<file path="config.mk">
export PLATFORM = sky130hd
export DESIGN_NAME = wb_arbiter
export DESIGN_NICKNAME = d
export VERILOG_FILES = /design/src/rtl/wb_arbiter.sv
export SDC_FILE = /design/constraint.sdc
export NUM_CORES = 1
export LEC_CHECK = 0
export ABC_AREA = 1
export CAP_MARGIN = 30
export CORE_MARGIN = 4
export CORE_UTILIZATION = 46
export CTS_BUF_LIST = sky130_fd_sc_hd__clkbuf_8
export DETAILED_ROUTE_END_ITERATION = 8
export GPL_TIMING_DRIVEN = 0
export PLACE_DENSITY_LB_ADDON = 0.15
export SLEW_MARGIN = 20
export SYNTH_ARGS = -nofsm -noshare
export SYNTH_HDL_FRONTEND = slang
export SYNTH_SLANG_ARGS = --single-unit
</file>
<file path="constraint.sdc">
create_clock -name CLK -period 3.3 [get_ports CLK]
set_input_delay 0.66 -clock CLK [delete_from_list [all_inputs] [get_ports CLK]]
set_output_delay 0.66 -clock CLK [all_outputs]
set_load 0.05 [all_outputs]
</file>
<file path="src/rtl/wb_arbiter.sv">
// wb_arbiter: shares one register-file write port between core writeback and a queued
// long-latency result stream. Define WB_BYPASS_EN to write B results straight to the RF when the queue is empty.
module wb_arbiter #(
  parameter int DEPTH        = 4,
  parameter int STARVE_LIMIT = 8
) (
  input  logic                     CLK,
  input  logic                     RST,
  input  logic                     CORE_WR,
  input  logic [4:0]               CORE_RD,
  input  logic [31:0]              CORE_DIN,
  output logic                     CORE_READY,
  input  logic                     B_VALID,
  input  logic [4:0]               B_RD,
  input  logic [31:0]              B_DIN,
  output logic                     B_READY,
  input  logic [4:0]               RS1,
  input  logic [4:0]               RS2,
  output logic                     HAZ1,
  output logic                     HAZ2,
  output logic                     RF_WR,
  output logic [4:0]               RF_RD,
  output logic [31:0]              RF_DIN,
  output logic [$clog2(DEPTH):0]   PEND_CNT
);

  localparam int PW = $clog2(DEPTH);
  localparam int CW = PW + 1;
  localparam int WW = $clog2(STARVE_LIMIT) + 1;
  localparam logic [CW-1:0] FULL_CNT = CW'(DEPTH);
  localparam logic [WW-1:0] WAIT_MAX = WW'(STARVE_LIMIT);

  typedef enum logic [2:0] {
    G_NONE,
    G_FORCE,
    G_CORE,
    G_DRAIN,
    G_BYPASS
  } grant_e;

  logic [4:0]       rd_mem_q   [DEPTH];
  logic [4:0]       rd_mem_d   [DEPTH];
  logic [31:0]      data_mem_q [DEPTH];
  logic [31:0]      data_mem_d [DEPTH];
  logic [DEPTH-1:0] valid_q, valid_d;
  logic [PW-1:0]    rd_ptr_q, rd_ptr_d;
  logic [PW-1:0]    wr_ptr_q, wr_ptr_d;
  logic [CW-1:0]    cnt_q, cnt_d;
  logic [WW-1:0]    wait_q, wait_d;

  grant_e grant;
  logic   empty, full, core_req;
  logic   waw_hit, rs1_hit, rs2_hit;
  logic   push, pop;

  assign empty    = (cnt_q == '0);
  assign full     = (cnt_q == FULL_CNT);
  assign core_req = CORE_WR && (CORE_RD != 5'd0);

  // Every valid slot is compared, so an entry being popped this cycle still reports.
  always_comb begin
    waw_hit = 1'b0;
    rs1_hit = 1'b0;
    rs2_hit = 1'b0;
    for (int i = 0; i < DEPTH; i++) begin
      if (valid_q[i] && (rd_mem_q[i] == CORE_RD)) waw_hit = 1'b1;
      if (valid_q[i] && (rd_mem_q[i] == RS1))     rs1_hit = 1'b1;
      if (valid_q[i] && (rd_mem_q[i] == RS2))     rs2_hit = 1'b1;
    end
  end

  assign HAZ1 = rs1_hit && (RS1 != 5'd0);
  assign HAZ2 = rs2_hit && (RS2 != 5'd0);

  always_comb begin
    grant = G_NONE;
    if (!RST) begin
      if (!empty && ((wait_q == WAIT_MAX) || (core_req && waw_hit))) begin
        grant = G_FORCE;
      end else if (core_req) begin
        grant = G_CORE;
      end else if (!empty) begin
        grant = G_DRAIN;
`ifdef WB_BYPASS_EN
      end else if (B_VALID && (B_RD != 5'd0)) begin
        grant = G_BYPASS;
`endif
      end
    end
  end

  always_comb begin
    RF_WR      = 1'b0;
    RF_RD      = 5'd0;
    RF_DIN     = 32'd0;
    CORE_READY = !RST && (grant != G_FORCE);
    B_READY    = !RST && !full;
    unique case (grant)
      G_FORCE, G_DRAIN: begin
        RF_WR  = 1'b1;
        RF_RD  = rd_mem_q[rd_ptr_q];
        RF_DIN = data_mem_q[rd_ptr_q];
      end
      G_CORE: begin
        RF_WR  = 1'b1;
        RF_RD  = CORE_RD;
        RF_DIN = CORE_DIN;
      end
      G_BYPASS: begin
        RF_WR  = 1'b1;
        RF_RD  = B_RD;
        RF_DIN = B_DIN;
      end
      default: begin
        RF_WR = 1'b0;
      end
    endcase
  end

  // Register-0 results complete the handshake but never occupy a slot.
  assign pop  = (grant == G_FORCE) || (grant == G_DRAIN);
  assign push = B_VALID && B_READY && (B_RD != 5'd0) && (grant != G_BYPASS);

  always_comb begin
    rd_mem_d   = rd_mem_q;
    data_mem_d = data_mem_q;
    valid_d    = valid_q;
    rd_ptr_d   = rd_ptr_q;
    wr_ptr_d   = wr_ptr_q;
    cnt_d      = cnt_q;
    wait_d     = wait_q;
    if (pop) begin
      valid_d[rd_ptr_q] = 1'b0;
      rd_ptr_d          = rd_ptr_q + PW'(1);
    end
    if (push) begin
      rd_mem_d[wr_ptr_q]   = B_RD;
      data_mem_d[wr_ptr_q] = B_DIN;
      valid_d[wr_ptr_q]    = 1'b1;
      wr_ptr_d             = wr_ptr_q + PW'(1);
    end
    case ({push, pop})
      2'b10:   cnt_d = cnt_q + CW'(1);
      2'b01:   cnt_d = cnt_q - CW'(1);
      default: cnt_d = cnt_q;
    endcase
    if (pop || empty) begin
      wait_d = '0;
    end else if (wait_q != WAIT_MAX) begin
      wait_d = wait_q + WW'(1);
    end
  end

  always_ff @(posedge CLK) begin
    if (RST) begin
      valid_q  <= '0;
      rd_ptr_q <= '0;
      wr_ptr_q <= '0;
      cnt_q    <= '0;
      wait_q   <= '0;
    end else begin
      valid_q  <= valid_d;
      rd_ptr_q <= rd_ptr_d;
      wr_ptr_q <= wr_ptr_d;
      cnt_q    <= cnt_d;
      wait_q   <= wait_d;
    end
  end

  // Payload storage carries no reset; the valid bits qualify it.
  always_ff @(posedge CLK) begin
    rd_mem_q   <= rd_mem_d;
    data_mem_q <= data_mem_d;
  end

  assign PEND_CNT = cnt_q;

endmodule

</file>
# Word level (Yosys, flattened, before mapping)
# Index checks and enable logic that the tools add are counted.
[word_totals]
ff_bits = 163
elab_cells = 131
[classes]
addsub = 5
bitwise_logic = 5
n_reduce_logical = 40
n_lt_le_gt_ge = 7
eq_ne = 23
mux = 38
[op_table]
columns = ["op", "n"]
rows = [
  ["128-bit bitwise mux", 1],
  ["32-bit two-way mux", 3],
  ["32-bit case mux with 3 select lines", 1],
  ["32-bit binary-select mux with 2-bit select", 1],
  ["32-bit demux with 2-bit select", 1],
  ["5-bit == test", 12],
  ["1-bit logical AND", 25],
  ["20-bit bitwise mux", 1],
  ["5-bit nonzero test", 4],
  ["1-bit two-way mux", 15],
  ["5-bit two-way mux", 3],
  ["5-bit case mux with 3 select lines", 1],
  ["5-bit binary-select mux with 2-bit select", 1],
  ["5-bit demux with 2-bit select", 1],
  ["2-bit two-way mux", 4],
  ["4-bit two-way mux", 2],
  ["3-bit by 2-bit == test with 1-bit output (second input constant)", 2],
  ["3-bit == test (second input constant)", 2],
  ["3-bit greater-or-equal comparator (second input constant)", 2],
  ["2-bit by 3-bit less-than comparator with 1-bit output (second input constant)", 2],
  ["2-bit NOT with 3-bit output", 2],
  ["3-bit case mux with 2 select lines", 1],
  ["2-bit by 1-bit adder with 2-bit output (second input constant)", 2],
  ["4-bit by 1-bit adder with 4-bit output (second input constant)", 1],
  ["other kinds (21)", 28],
]

# Depth between registers and ports, before layout
[depth]
depth_word = 16
mapped_depth = 19

# Least setup slack after synthesis
# OpenSTA, ideal clock, no wires.
[synth_path]
path_kind = "flip-flop to flip-flop"
start = "reg cnt_q[1] (netlist: PEND_CNT[1])"
end = "reg data_mem_q[0] (netlist bit), enable pin"
setup_ns = 0.392
period_less_slack_ns = 3.336
stages_incl_launch_ff = 7
path_slack_ns = -0.036
path_buffers = 0
t_arrival_ns = 2.945
required_time_ns = 2.908
cell_sequence = "dfxtp_1 > inv_1 > a31oi_1 > nand2_1 > nor2_1 > nand2_1 > inv_1"
[synth_lines]
columns = ["item", "line", "rtl"]
rows = [
  ["start: declaration", "48", "logic [CW-1:0] cnt_q, cnt_d;"],
  ["start signal: assignment", "165", "cnt_q <= cnt_d;"],
  ["3-bit == test", "57", "assign full = (cnt_q == FULL_CNT);"],
  ["1-bit zero test", "97", "B_READY = !RST && !full;"],
  ["1-bit logical AND", "97", ""],
  ["via B_READY", "16", "output logic B_READY,"],
  ["1-bit logical AND (3 in a row)", "122", "assign push = B_VALID && B_READY && (B_RD != 5'd0) && (grant != G_BYPASS);"],
  ["end signal: assignment", "173", "data_mem_q <= data_mem_d;"],
  ["end: declaration", "43", "logic [31:0] data_mem_q [DEPTH];"],
]
# The timed path passes the listed nets, and every way through them passes these cells.
# A chain may end at the register's enable or synchronous reset.

# Final worst setup path
[layout_path]
start = "reg rd_mem_q[2] (netlist bit)"
end = "out RF_DIN[6]"
[layout_between]
elab_chain_len = 11
[layout_rtl]
columns = ["item", "line", "rtl"]
rows = [
  ["start: declaration", "41", "logic [4:0] rd_mem_q [DEPTH];"],
  ["start signal: assignment", "172", "rd_mem_q <= rd_mem_d;"],
  ["5-bit == test (*)", "66", "if (valid_q[i] && (rd_mem_q[i] == CORE_RD)) waw_hit = 1'b1;"],
  ["1-bit logical AND (*)", "66", ""],
  ["1-bit two-way mux (*)", "66", ""],
  ["1-bit logical AND (*)", "78", "if (!empty && ((wait_q == WAIT_MAX) || (core_req && waw_hit))) begin"],
  ["1-bit logical OR (*)", "78", ""],
  ["1-bit logical AND (*)", "78", ""],
  ["2-bit two-way mux (*)", "78", ""],
  ["2-bit two-way mux (*)", "77", "if (!RST) begin"],
  ["3-bit by 1-bit == test with 1-bit output / 3-bit by 2-bit == test with 1-bit output (equally long branches)", "98", "unique case (grant)"],
  ["2-bit OR reduction", "98", ""],
  ["32-bit case mux with 3 select lines (*)", "98", ""],
  ["end: declaration", "23", "output logic [31:0] RF_DIN,"],
]
# Mark *: on every way between the ends. The rest lies on a longest branch, timed or not.

==> flow_summary.json <==
{
  "status": "complete, no violations",
  "slew_headroom_pct": 60.7,
  "place_hpwl_um": 14900,
  "rrSetupSlack_ns": 0.62,
  "first_iter_violations": 527,
  "antenna_found_initial": 0,
  "io_buffers": 126,
  "rows": 47,
  "irDropWorstVdd_uv": 264,
  "post-route-period-util_pct": 95.4,
  "ant_nets": 0,
  "grt_pass1_wl_um": 33000,
  "ys_ff_latch": 163,
  "power_density_nw_per_um2": 469,
  "max_cap_violations": 0,
  "min_path_cells": 2,
  "diodes": 0,
  "syn_area_um2": 7820,
  "whs_endpoint": "PEND_CNT[2]",
  "slew_violations": 0,
  "layout_commonest_cell": "nand2_1",
  "clockBufferDepth": 2,
  "via_per_inst": 5.48,
  "setup_viol": 0,
  "hp-class": "flip-flop to flip-flop",
  "p_leak_nw": 3.83,
  "cts_buffers": 17,
  "crit_family": "simple AND/OR/NAND/NOR gates",
  "clkSinkCount": 163,
  "power_frac_comb_pct": 16.4,
  "die_h_um": 138,
  "coreArea_um2": 16600,
  "ys_types": 32,
  "drc_errors": 0,
  "crit_path_max_fanout": 6,
  "worst_pin_slew_ns": 0.589,
  "fmax_mhz": 318,
  "worstSetupPathType": "flip-flop to output pin",
  "initial_core_util_pct": 47.0,
  "yosys_warnings": 0,
  "cts_hold_buf": 0,
  "grt_pass1_vias": 6234,
  "avgSynthCellArea_um2": 9.86,
  "cp_common_cell": "nand2_1",
  "clkSlewWorstSetupHoldPaths_ns": 0.09,
  "rr_endpoint": "PEND_CNT[2]",
  "yosys-top-cells-area": "edfxtp_1, nand2_1, o21ai_0, nor2_1, dfxtp_1",
  "chipWidth_um": 138,
  "area_growth_pct": 25.2,
  "cts_tree": "built",
  "grt_max_degree": 28,
  "design_area_um2": 9800,
  "clockRootBuffer": "clkbuf_8",
  "whs_ns": 0.525,
  "critPathBufInv": 3,
  "cpMaxStageDelayCell": "edfxtp_1",
  "synthesis.nets": 893,
  "hold_viol_final": 0,
  "layout.nets": 1055,
  "yosysTopAreaCell": "edfxtp_1",
  "htreeDepth": 4,
  "max_stage_delay_ns": 0.46,
  "seqPwrFrac_pct": 51.0,
  "synth.top_cell.area_share_pct": 56.8,
  "clk_latency_ns": 0.46,
  "hold_start": "PEND_CNT[2]",
  "dr_total_vias": 6516,
  "firstDrtPassIters": 6,
  "swShare_pct": 27.7,
  "rr_startpoint": "rd_mem_q[2]",
  "internal_power_mw": 3.32,
  "drt_wl_total_um": 21500,
  "wl_per_cell_um": 18.1,
  "postSynthCellCount": 793,
  "final_cell_mix": "nand2_1, edfxtp_1, nor2_1",
  "place_congestion": 0.964,
  "post_dp_cell_area_um2": 9450,
  "start_kind": "flip-flop",
  "fin_worst_skew_ns": 0.0111,
  "globalRouteTotalUtil_pct": 21.8,
  "io_pins": 133,
  "overflow": 0,
  "die-area_um2": 19200,
  "clkPwrFrac_pct": 32.6,
  "p_switching_mw": 1.27,
  "crit_path_cell_trace": "inv_1 > nand2_1 > nand2_1 > nor2_1 > nand3_1 > nand2_1 > o21ai_1 > nand2_2 > nand2_4 > buf_4 > nand4_1 > nand2_1 > clkdlybuf4s15_2",
  "finalCriticalPeriod_ns": 3.15,
  "drive_gt1_share_pct": 14.5,
  "cp-end-kind": "output pin",
  "worstPathRequired_ns": 2.64,
  "ys_seq_area_share_pct": 60.7,
  "worst-r2r-cell-count": 17,
  "worstPathArrival_ns": 2.49
}
[flip-flops by register name, summed over array words and instances, names as in the netlist]
signal	cells
PEND_CNT	3
valid_q	4
rd_ptr_q	2
data_mem_q	128
wait_q	4
wr_ptr_q	2
rd_mem_q	20
[worst reg2reg max path: cells and delay by family, from the launching register on]
kind	cells	cell delay, ns
and+or+nand+nor	6	0.53
adders and majority gates	2	0.52
AOI/OAI and AO/OA	5	0.59
DFF	1	0.46
buffers and inverters	4	0.49
[Yosys cell counts (all sizes together)]
master and n:
nand2 166, edfxtp 148, nor2 96, o21ai 91
inv 52, o22ai 47, nand4 40, a21oi 37
clkbuf 28, nand3 21, buf 17, dfxtp 15
ha 11, a221oi 5, nor3 5, xor2 5
xnor2 2, a31oi 1, a41oi 1, clkinv 1
fa 1, nor3b 1, nor4 1, o2111ai 1
[cells by family after synthesis]
family	Yosys count	synth area share (%)
buffers and inverters	98	5.65
DFF	163	60.7
AOI/OAI and AO/OA	183	12.8
adders and majority gates	12	2.02
xor gates and xnor gates	7	0.784
and+or+nand+nor	330	18.1
[final cells by class]
class	count	area [µm²]
multi-input cells	532	2640
plain buffers	44	251
inverters	53	201
well taps	220	275
flip-flops and latches	163	4740
fillers	1492	6850
repair buffers	144	1270
clock buffers	17	234
clock inverters	15	180
[power groups by stage]
stage	sequential (mW)	combinational [mW]	clock, mW
5_1_grt	2.34	0.815	1.61
3_3_place_gp	2.39	0.765	0
6_report	2.34	0.753	1.50
4_1_cts	2.34	0.766	1.52
2_1_floorplan	2.39	0.440	0
3_5_place_dp	2.39	0.778	0
[worst max path at each step]
stage | startpoint | end | cells after the start
after floorplan | PEND_CNT[1] | data_mem_q[0] | 6
after global placement | CORE_RD[3] | RF_DIN[13] | 14
after detailed placement | CORE_RD[3] | RF_DIN[13] | 14
after CTS | CORE_RD[3] | RF_DIN[18] | 14
after global routing | rd_mem_q[5] | RF_DIN[13] | 13
final | rd_mem_q[2] | RF_DIN[6] | 13
[routing by layer]
layer	vias up	GRT usage [%]	wire length, µm
li1	3140	-	-
met1	3055	28.1	9030
met5	-	0	0
met3	42	4.63	1530
met4	0	7.38	403
met2	279	36.8	10500
[metrics by stage]
| step | std cells | setup WS, ns | TNS, ns | power [mW] | utilization [%] |
|---|---|---|---|---|---|
| floorplan | 793 | 0.305 | 0 | 2.83 | - |
| global placement | 1139 | -0.784 | -68.07 | 3.15 | 56.3 |
| detailed placement | 1143 | -0.763 | -25.81 | 3.16 | 56.8 |
| CTS | 1175 | 0.000646 | 0 | 4.62 | 59.3 |
| global route | 1188 | -0.0194 | -0.0529 | 4.77 | 58.9 |
| finish | 1188 | 0.153 | 0 | 4.59 | 58.9 |
[repair_timing]
action                                  4_1_cts  5_1_grt
gates resized for setup                     148       79
buffers inserted                              0       14
endpoints found under the setup margin       40       39
hold endpoints to repair                      0        0
pin swaps                                     0        1
Power figures use the tool's default switching activity.
